File: config.mk
export PLATFORM = sky130hd
export DESIGN_NAME = mux_n_reg
export DESIGN_NICKNAME = d
export VERILOG_FILES = /design/src/rtl/mux_n_reg_pkg.sv /design/src/rtl/mux_n_reg_rr_pick.sv /design/src/rtl/mux_n_reg.sv
export SDC_FILE = /design/constraint.sdc
export NUM_CORES = 1
export LEC_CHECK = 0
export ABC_AREA = 1
export CORE_ASPECT_RATIO = 0.75
export CORE_MARGIN = 4
export CORE_UTILIZATION = 38
export DETAILED_ROUTE_END_ITERATION = 7
export PLACE_DENSITY = 0.86
export SETUP_SLACK_MARGIN = 0.3
export SLEW_MARGIN = 40
export SYNTH_ARGS = -nofsm -noshare
export SYNTH_HDL_FRONTEND = slang
export SYNTH_SLANG_ARGS = --single-unit
File: constraint.sdc
create_clock -name i_clk -period 3.9 [get_ports i_clk]
set_clock_uncertainty 0.2 [all_clocks]
set_input_delay 0.78 -clock i_clk [delete_from_list [all_inputs] [get_ports i_clk]]
set_output_delay 0.78 -clock i_clk [all_outputs]
set_load 0.005 [all_outputs]
File: src/rtl/mux_n_reg_pkg.sv
// Shared constants and helpers for the N-channel registered mux.
// Mode encodings plus a clog2 used to validate the select width.
package mux_n_reg_pkg;

  localparam logic MODE_SEL = 1'b0;
  localparam logic MODE_RR  = 1'b1;

  function automatic int clog2(input int n);
    int r;
    r = 0;
    while ((1 << r) < n) r++;
    return r;
  endfunction

endpackage

File: src/rtl/mux_n_reg_rr_pick.sv
// Round-robin priority search: first valid channel at or after ptr,
// wrapping at N_CH rather than at the index width.
module mux_n_reg_rr_pick #(
  parameter int N_CH        = 4,
  parameter int SIZE_SELECT = 2
) (
  input  logic [N_CH-1:0]        i_valid,
  input  logic [SIZE_SELECT-1:0] i_ptr,
  output logic                   o_found,
  output logic [SIZE_SELECT-1:0] o_idx
);

  logic [SIZE_SELECT:0] cand;
  logic                 hit;

  always_comb begin
    o_found = 1'b0;
    o_idx   = '0;
    cand    = '0;
    hit     = 1'b0;
    for (int i = 0; i < N_CH; i++) begin
      cand = {1'b0, i_ptr} + (SIZE_SELECT+1)'(i);
      if (cand >= (SIZE_SELECT+1)'(N_CH))
        cand = cand - (SIZE_SELECT+1)'(N_CH);
      hit = 1'b0;
      for (int j = 0; j < N_CH; j++) begin
        if (cand == (SIZE_SELECT+1)'(j))
          hit = i_valid[j];
      end
      if (!o_found && hit) begin
        o_found = 1'b1;
        o_idx   = cand[SIZE_SELECT-1:0];
      end
    end
  end

endmodule

File: src/rtl/mux_n_reg.sv
// N-channel registered mux with explicit or round-robin select.
// Optional MUX_N_REG_SEL_ERR_EN adds the sticky o_sel_err flag.
module mux_n_reg
  import mux_n_reg_pkg::*;
#(
  parameter int SIZE        = 32,
  parameter int N_CH        = 4,
  parameter int SIZE_SELECT = 2
) (
  input  logic                   i_clk,
  input  logic                   i_reset_n,
  input  logic                   i_flush,
  input  logic                   i_MODE,
  input  logic [SIZE_SELECT-1:0] i_SEL,
  input  logic [N_CH*SIZE-1:0]   i_data,
  input  logic [N_CH-1:0]        i_valid,
  output logic [N_CH-1:0]        o_ready,
  output logic [SIZE-1:0]        o_data,
  output logic [SIZE_SELECT-1:0] o_chan,
  output logic                   o_valid,
  input  logic                   i_ready
`ifdef MUX_N_REG_SEL_ERR_EN
  ,
  output logic                   o_sel_err
`endif
);

  if (N_CH < 2 || N_CH > 16 ||
      SIZE_SELECT < clog2(N_CH)) begin : g_param_err
    $error("mux_n_reg: bad N_CH/SIZE_SELECT");
  end

  logic                   load;
  logic                   sel_oob;
  logic                   have;
  logic                   found;
  logic                   accept;
  logic [SIZE_SELECT-1:0] ptr;
  logic [SIZE_SELECT-1:0] rr_idx;
  logic [SIZE_SELECT-1:0] chosen;
  logic [SIZE_SELECT-1:0] ptr_nxt;
  logic [SIZE-1:0]        pick_data;

  mux_n_reg_rr_pick #(
    .N_CH        (N_CH),
    .SIZE_SELECT (SIZE_SELECT)
  ) u_rr_pick (
    .i_valid (i_valid),
    .i_ptr   (ptr),
    .o_found (found),
    .o_idx   (rr_idx)
  );

  assign load    = ~o_valid | i_ready;
  assign sel_oob = (i_MODE == MODE_SEL) && (int'(i_SEL) >= N_CH);
  assign chosen  = (i_MODE == MODE_RR) ? rr_idx : i_SEL;
  assign have    = (i_MODE == MODE_RR) ? found : ~sel_oob;

  // o_ready is gated by reset so nothing is offered while held in reset
  always_comb begin
    o_ready   = '0;
    pick_data = '0;
    for (int k = 0; k < N_CH; k++) begin
      if (chosen == SIZE_SELECT'(k)) begin
        o_ready[k] = i_reset_n & load & ~i_flush & have;
        pick_data  = i_data[k*SIZE +: SIZE];
      end
    end
  end

  assign accept  = |(o_ready & i_valid);
  assign ptr_nxt = (chosen == SIZE_SELECT'(N_CH-1)) ?
                   '0 : chosen + 1'b1;

  always_ff @(posedge i_clk or negedge i_reset_n) begin
    if (!i_reset_n) begin
      o_data  <= '0;
      o_chan  <= '0;
      o_valid <= 1'b0;
      ptr     <= '0;
    end else if (i_flush) begin
      o_valid <= 1'b0;
    end else if (accept) begin
      o_data  <= pick_data;
      o_chan  <= chosen;
      o_valid <= 1'b1;
      if (i_MODE == MODE_RR)
        ptr <= ptr_nxt;
    end else if (load) begin
      o_valid <= 1'b0;
    end
  end

`ifdef MUX_N_REG_SEL_ERR_EN
  always_ff @(posedge i_clk or negedge i_reset_n) begin
    if (!i_reset_n)
      o_sel_err <= 1'b0;
    else if (i_flush)
      o_sel_err <= 1'b0;
    else if (sel_oob && load)
      o_sel_err <= 1'b1;
  end
`endif

endmodule

-- After elaboration in Yosys (flattened, before gate mapping)
Index checks and enable logic that the tools add are counted.
- input port bits: 139
- logic and storage cells: 95
- output and inout port bits: 39
- flip-flop bits (word level): 37
- add/sub/neg operators: 8
- reductions and logical operators: 15
- magnitude comparators: 4
- mux-type cells: 42
- equal/unequal tests: 15
- bitwise logic cells: 7
- operators with widths (operator ; number):
    32-bit 2-to-1 mux ; 4
    1-bit 2-to-1 mux ; 28
    3-bit by 2-bit equality test with 1-bit output (second input constant) ; 8
    3-bit by 1-bit equality test with 1-bit output (second input constant) ; 4
    3-bit zero test ; 4
    2-bit 2-to-1 mux ; 6
    3-bit 2-to-1 mux ; 4
    3-bit greater-or-equal comparator (second input constant) ; 3
    3-bit subtractor (second input constant) ; 3
    2-bit by 2-bit adder with 3-bit output (second input constant) ; 2
    4-bit AND ; 1
    2-bit equality test (second input constant) ; 2
    4-bit OR reduction ; 1
    2-bit by 1-bit adder with 3-bit output (second input constant) ; 1
    1-bit AND ; 3
    2-bit by 3-bit greater-or-equal comparator with 1-bit output (second input constant) ; 1
    1-bit logical AND ; 3
    1-bit zero test ; 3
    3-bit AND reduction ; 1
    3-bit nonzero test ; 1
    2-bit by 3-bit subtractor with 3-bit output (second input constant) ; 1
    2-bit by 1-bit adder with 2-bit output (second input constant) ; 1
    2-bit by 1-bit equality test with 1-bit output (second input constant) ; 1
    2-bit zero test ; 1
    other kinds (3) ; 4

-- Longest topological paths before layout
- word-level depth: 24
- depth in mapped cells: 25
- mapped depth without buffers: 23

-- By module
A second synthesis with hierarchy kept.
- cell total of the unflattened synthesis: 468
- area, all modules: 3009.1 um2
- by module, submodules not included (module ; cells each ; times used ; sequential area each (um2) ; area each (um2)):
    mux_n_reg ; 402 ; 1 ; 925.9 ; 2617.5
    mux_n_reg_rr_pick ; 66 ; 1 ; 0.0 ; 391.6

-- Worst setup path after synthesis
No wires, ideal clock.
- kind: reg-to-output
- start point: register ptr[0]
- end point: output o_ready[3]
- path buffers: 2
- cell stages (with the launch flop): 17
- arrival: 2.740 ns
- required time: 2.920 ns
- path slack: 0.180 ns
- path through: dfrtp_1 > inv_1 > ha_1 > a21oi_1 > nand2_1 > nand2_1 > nand2_1 > nor3_1 > nor2_1 > o21ai_0 > o21ai_0 > inv_1 > ha_1 > clkbuf_1 > clkbuf_1 > inv_1 > nor2_1
- longest elaborated chain between the ends: 20
- elaborated cells on any way between the ends: 66
- classes of those cells: 7 x add/sub; 4 x order compare; 13 x eq/ne; 31 x mux; 1 x bitwise; 10 x reduce/logical
- RTL lines (element ; line ; text):
    from (decl) ; mux_n_reg.sv:38 ; logic [SIZE_SELECT-1:0] ptr;
    from (signal assigned) ; mux_n_reg.sv:88 ; ptr <= ptr_nxt;
    branches (longest 16 deep; another with 2-bit by 1-bit adder with 3-bit output) ; -- ;
    2-bit 2-to-1 mux * ; mux_n_reg_rr_pick.sv:30 ; if (!o_found && hit) begin
    2-bit 2-to-1 mux * ; mux_n_reg.sv:56 ; assign chosen = (i_MODE == MODE_RR) ? rr_idx : i_SEL;
    via chosen[0] ; mux_n_reg.sv:40 ; logic [SIZE_SELECT-1:0] chosen;
    2-bit equality test * ; mux_n_reg.sv:64 ; if (chosen == SIZE_SELECT'(k)) begin
    1-bit 2-to-1 mux * ; mux_n_reg.sv:64 ;
    to (decl) ; mux_n_reg.sv:17 ; output logic [N_CH-1:0] o_ready,
Mark *: on every way through the listed nets, which the timed path passes.

-- Worst setup path after layout
- start point: input i_valid[2]
- end point: output o_ready[3]
- longest elaborated chain between the ends: 15
- elaborated cells on any way between the ends: 27
- classes of those cells: 1 x eq/ne; 19 x mux; 1 x bitwise; 6 x reduce/logical
- RTL lines (element ; line ; text):
    from (decl) ; mux_n_reg.sv:16 ; input logic [N_CH-1:0] i_valid,
    1-bit 2-to-1 mux (2 in series) ; mux_n_reg_rr_pick.sv:27 ; if (cand == (SIZE_SELECT+1)'(j))
    1-bit 2-to-1 mux ; mux_n_reg_rr_pick.sv:30 ;
    1-bit zero test ; mux_n_reg_rr_pick.sv:30 ;
    1-bit logical AND ; mux_n_reg_rr_pick.sv:30 ;
    1-bit 2-to-1 mux ; mux_n_reg_rr_pick.sv:30 ;
    1-bit zero test ; mux_n_reg_rr_pick.sv:30 ;
    1-bit logical AND ; mux_n_reg_rr_pick.sv:30 ;
    1-bit 2-to-1 mux ; mux_n_reg_rr_pick.sv:30 ;
    1-bit zero test ; mux_n_reg_rr_pick.sv:30 ;
    1-bit logical AND ; mux_n_reg_rr_pick.sv:30 ;
    2-bit 2-to-1 mux * ; mux_n_reg_rr_pick.sv:30 ;
    2-bit 2-to-1 mux * ; mux_n_reg.sv:56 ;
    via chosen[1] ; mux_n_reg.sv:40 ;
    2-bit equality test * ; mux_n_reg.sv:64 ;
    1-bit 2-to-1 mux * ; mux_n_reg.sv:64 ;
The timed path passes the listed nets; every way through them passes the cells marked *.

==> flow_summary.toml <==
[timing]
fin_crit_ns = 3.70
tightest_slew_ns = 0.458
max_freq_mhz = 270
finalMaxSlewViolations = 0
slew_headroom = 0.694
setup_violations = 0
grt_setup_unrepaired = "yes"
totalNegativeSetupSlack_ns = 0
fin_ws_ns = 0.199
hold_viol = 0
holdWs_ns = 0.280
fin_crit_sh = 0.949

[placed_design]
place_area_mm2 = 0.00490
port-buffer-count = 177
place_hpwl_mm = 8.41
routabilityCongestion = 0.936
dp_slack_ns = -0.506

[grt]
grt.met2_usage = 0.452
globalRouteOverflowTotal = 0
grt_pass1_wl_mm = 18.3
grt.met1_usage = 0.278
grt-busiest-layer = "met2"
antenna_found_initial = 1
grt_max_degree = 66
use_met3 = 0.0789
grt_pass1_vias = 3762
grt_usage = 0.250

[floorplan]
start_util = 0.394
rows = 27
coreArea_mm2 = 0.00743
top_level_ports = 178
die_x_um = 109
dieArea_mm2 = 0.00920
chipHeight_um = 84.1

[power_and_ir_drop]
vdd_ir_drop_max_mv = 0.412
leakagePower_nw = 2.38
power.total_mw = 3.74
power_density_mw_per_mm2 = 710

[yosys]
ys_top_cells_by_area = "dfrtp_1, nand2_1, o21ai_0"
synth-seq-cells = 37
ys_warn_count = 0
syn-instance-count = 466
yosysTopAreaCellShare = 0.316
synth_cell_types = 22
synth_top_area_cell = "dfrtp_1"
syn_area_per_cell_um2 = 6.29
synth_fp_nets = 617
synthesis.area_mm2 = 0.00293
synth.yosys.seq_area_share = 0.316

[route]
vias = 3847
first_pass_iters = 4
remaining_drc_errors = 0
drt-total-wl_mm = 11.9
drtIter0Drc = 187
drtAntennaViolNets = 0
wl_per_cell_um = 15.8
viasPerCell = 5.10

[finish]
num-fill-cells = 616
diodes = 0
drive_gt1_frac = 0.139
syn_to_final_growth_pct = 79.6
nets = 805
fin_area_mm2 = 0.00526

[clock_network]
clk_pin_slew_ns = 0.07
clock_latency_ns = 0.28
clk_path_buf_depth = 2
clock_sink_count = 37
clock-root-buffer = "clkbuf_8"
cts_hold_buf = 0
cts_max_level = 2
cts_made_buffers = 5
cts_tree = "done"

[setup_path]
cpMaxStageDelayCell = "clkdlybuf4s15_1"
critical_path.max_stage_delay_ns = 0.24
arrival_ns = 2.72
crit_chain = "clkdlybuf4s15_1 -> inv_2 -> a21oi_1 -> nand2_2 -> nand2_4 -> nand2_1 -> inv_2 -> nand2_1 -> o21ai_0 -> o21ai_1 -> nand2_2 -> buf_4 -> ha_2 -> inv_1 -> nor2_1 -> buf_2"
path_class = "input port to output pin"
crit_fanout = 3
cp_top_family = "buffers and inverters"
critical_path.startpoint_type = "input port"
path_buf_inv = 6
worstSetupEndpointType = "output pin"
crit_required_ns = 2.92

[job]
cap_violations = 0

[status]
status = "finished, final reports clean"

[worst_hold_path]
hold_class = "flip-flop to flip-flop"
==> Yosys cell counts <==
| cell type | instances |
|---|---|
| dfrtp_1 | 37 |
| nor2_1 | 11 |
| inv_2 | 2 |
| buf_2 | 3 |
| o21bai_1 | 1 |
| nand2_1 | 190 |
| nand3_1 | 36 |
| o21ai_0 | 73 |
| buf_6 | 3 |
| nand2_2 | 3 |
| a21oi_1 | 41 |
| nor2_8 | 1 |
| ha_1 | 12 |
| nand4_1 | 4 |
| nand4_4 | 1 |
| nor3_1 | 1 |
| inv_1 | 19 |
| clkbuf_1 | 23 |
| nor2_4 | 1 |
| nand3b_1 | 1 |
| a21boi_2 | 1 |
| buf_1 | 2 |
==> metrics by stage <==
step | instances | utilization
final | 755 | 0.708
after global placement | 735 | 0.659
after floorplan | 466 | -
after CTS | 751 | 0.694
after global routing | 755 | 0.708
after detailed placement | 735 | 0.659
==> timing repair <==
action,in CTS,in global routing
pin swaps,9,14
setup buffers,9,4
resized for setup,63,23
setup endpoints to repair,41,41
==> worst paths after layout <==
path | slack, ns | endpoint | start | cells past startpoint
min in group asynchronous | 0.35 | o_valid | i_reset_n | 2
setup / recovery | 0.20 | o_ready[3] | i_valid[2] | 16
max in group asynchronous | 2.79 | ptr[1] | i_reset_n | 2
hold / removal | 0.28 | o_data[15] | o_data[15] | 2
hold reg to reg | 0.28 | o_data[15] | o_data[15] | 2
setup reg to reg | 0.32 | ptr[1] | ptr[1] | 21
==> cell usage in the layout, fill, tap and decap left out, types with 2 or more instances in the layout <==
cell type	synthesis	layout
nor2_2	0	2
nand2_2	3	7
ha_4	0	6
a21oi_2	0	2
nand2_4	0	2
dfrtp_1	37	35
clkdlybuf4s50_1	0	168
buf_4	0	23
buf_2	3	6
nor2_1	11	8
clkbuf_8	0	7
nand2_1	190	184
o21ai_1	0	3
o21ai_0	73	68
nor2_4	1	2
inv_2	2	5
dfrtp_2	0	2
nand3_1	36	35
nand4_1	4	4
ha_1	12	4
buf_12	0	4
ha_2	0	2
inv_1	19	12
inv_4	0	4
o21ai_2	0	2
a21oi_1	41	38
buf_6	3	7
==> sequential cells by signal, indices dropped and copies added (netlist names) <==
name	count
o_data	32
o_valid	1
ptr	2
o_chan	2
==> tightest hold or removal path, delay by kind of cell (launching register included) <==
| kind | cells | cell delay, ns |
|---|---|---|
| simple gates | 2 | 0.10 |
| flops | 1 | 0.34 |
==> cell families after synthesis <==
logic type	count (synthesis)	share of synthesized area
buffers and inverters	52	0.0756
and+or+nand+nor	249	0.356
AOI/OAI and AO/OA	116	0.201
DFF	37	0.316
adders and majority gates	12	0.0512
==> area by class of cell <==
class | count | area [µm²] | area share
timing repair buffer | 212 | 2090 | 0.396
multi-input combinational | 377 | 1940 | 0.369
sequential | 37 | 928 | 0.176
tap | 101 | 126 | 0.0240
inverter | 21 | 88.8 | 0.0169
clock buffer | 6 | 82.6 | 0.0157
clock inverter | 1 | 7.51 | 0.00143
==> report_power, final <==
group | switching (mW) | internal, mW
clock network | 0.129 | 0.140
registers | 0.0999 | 0.540
logic | 1.58 | 1.25
==> routing by layer <==
metal	wire length, µm	share of wire
met1	4470	0.38
met2	5740	0.48
met3	1390	0.12
met4	280	0.024
met5	13	0.0011
(Power assumes the default switching activity.)
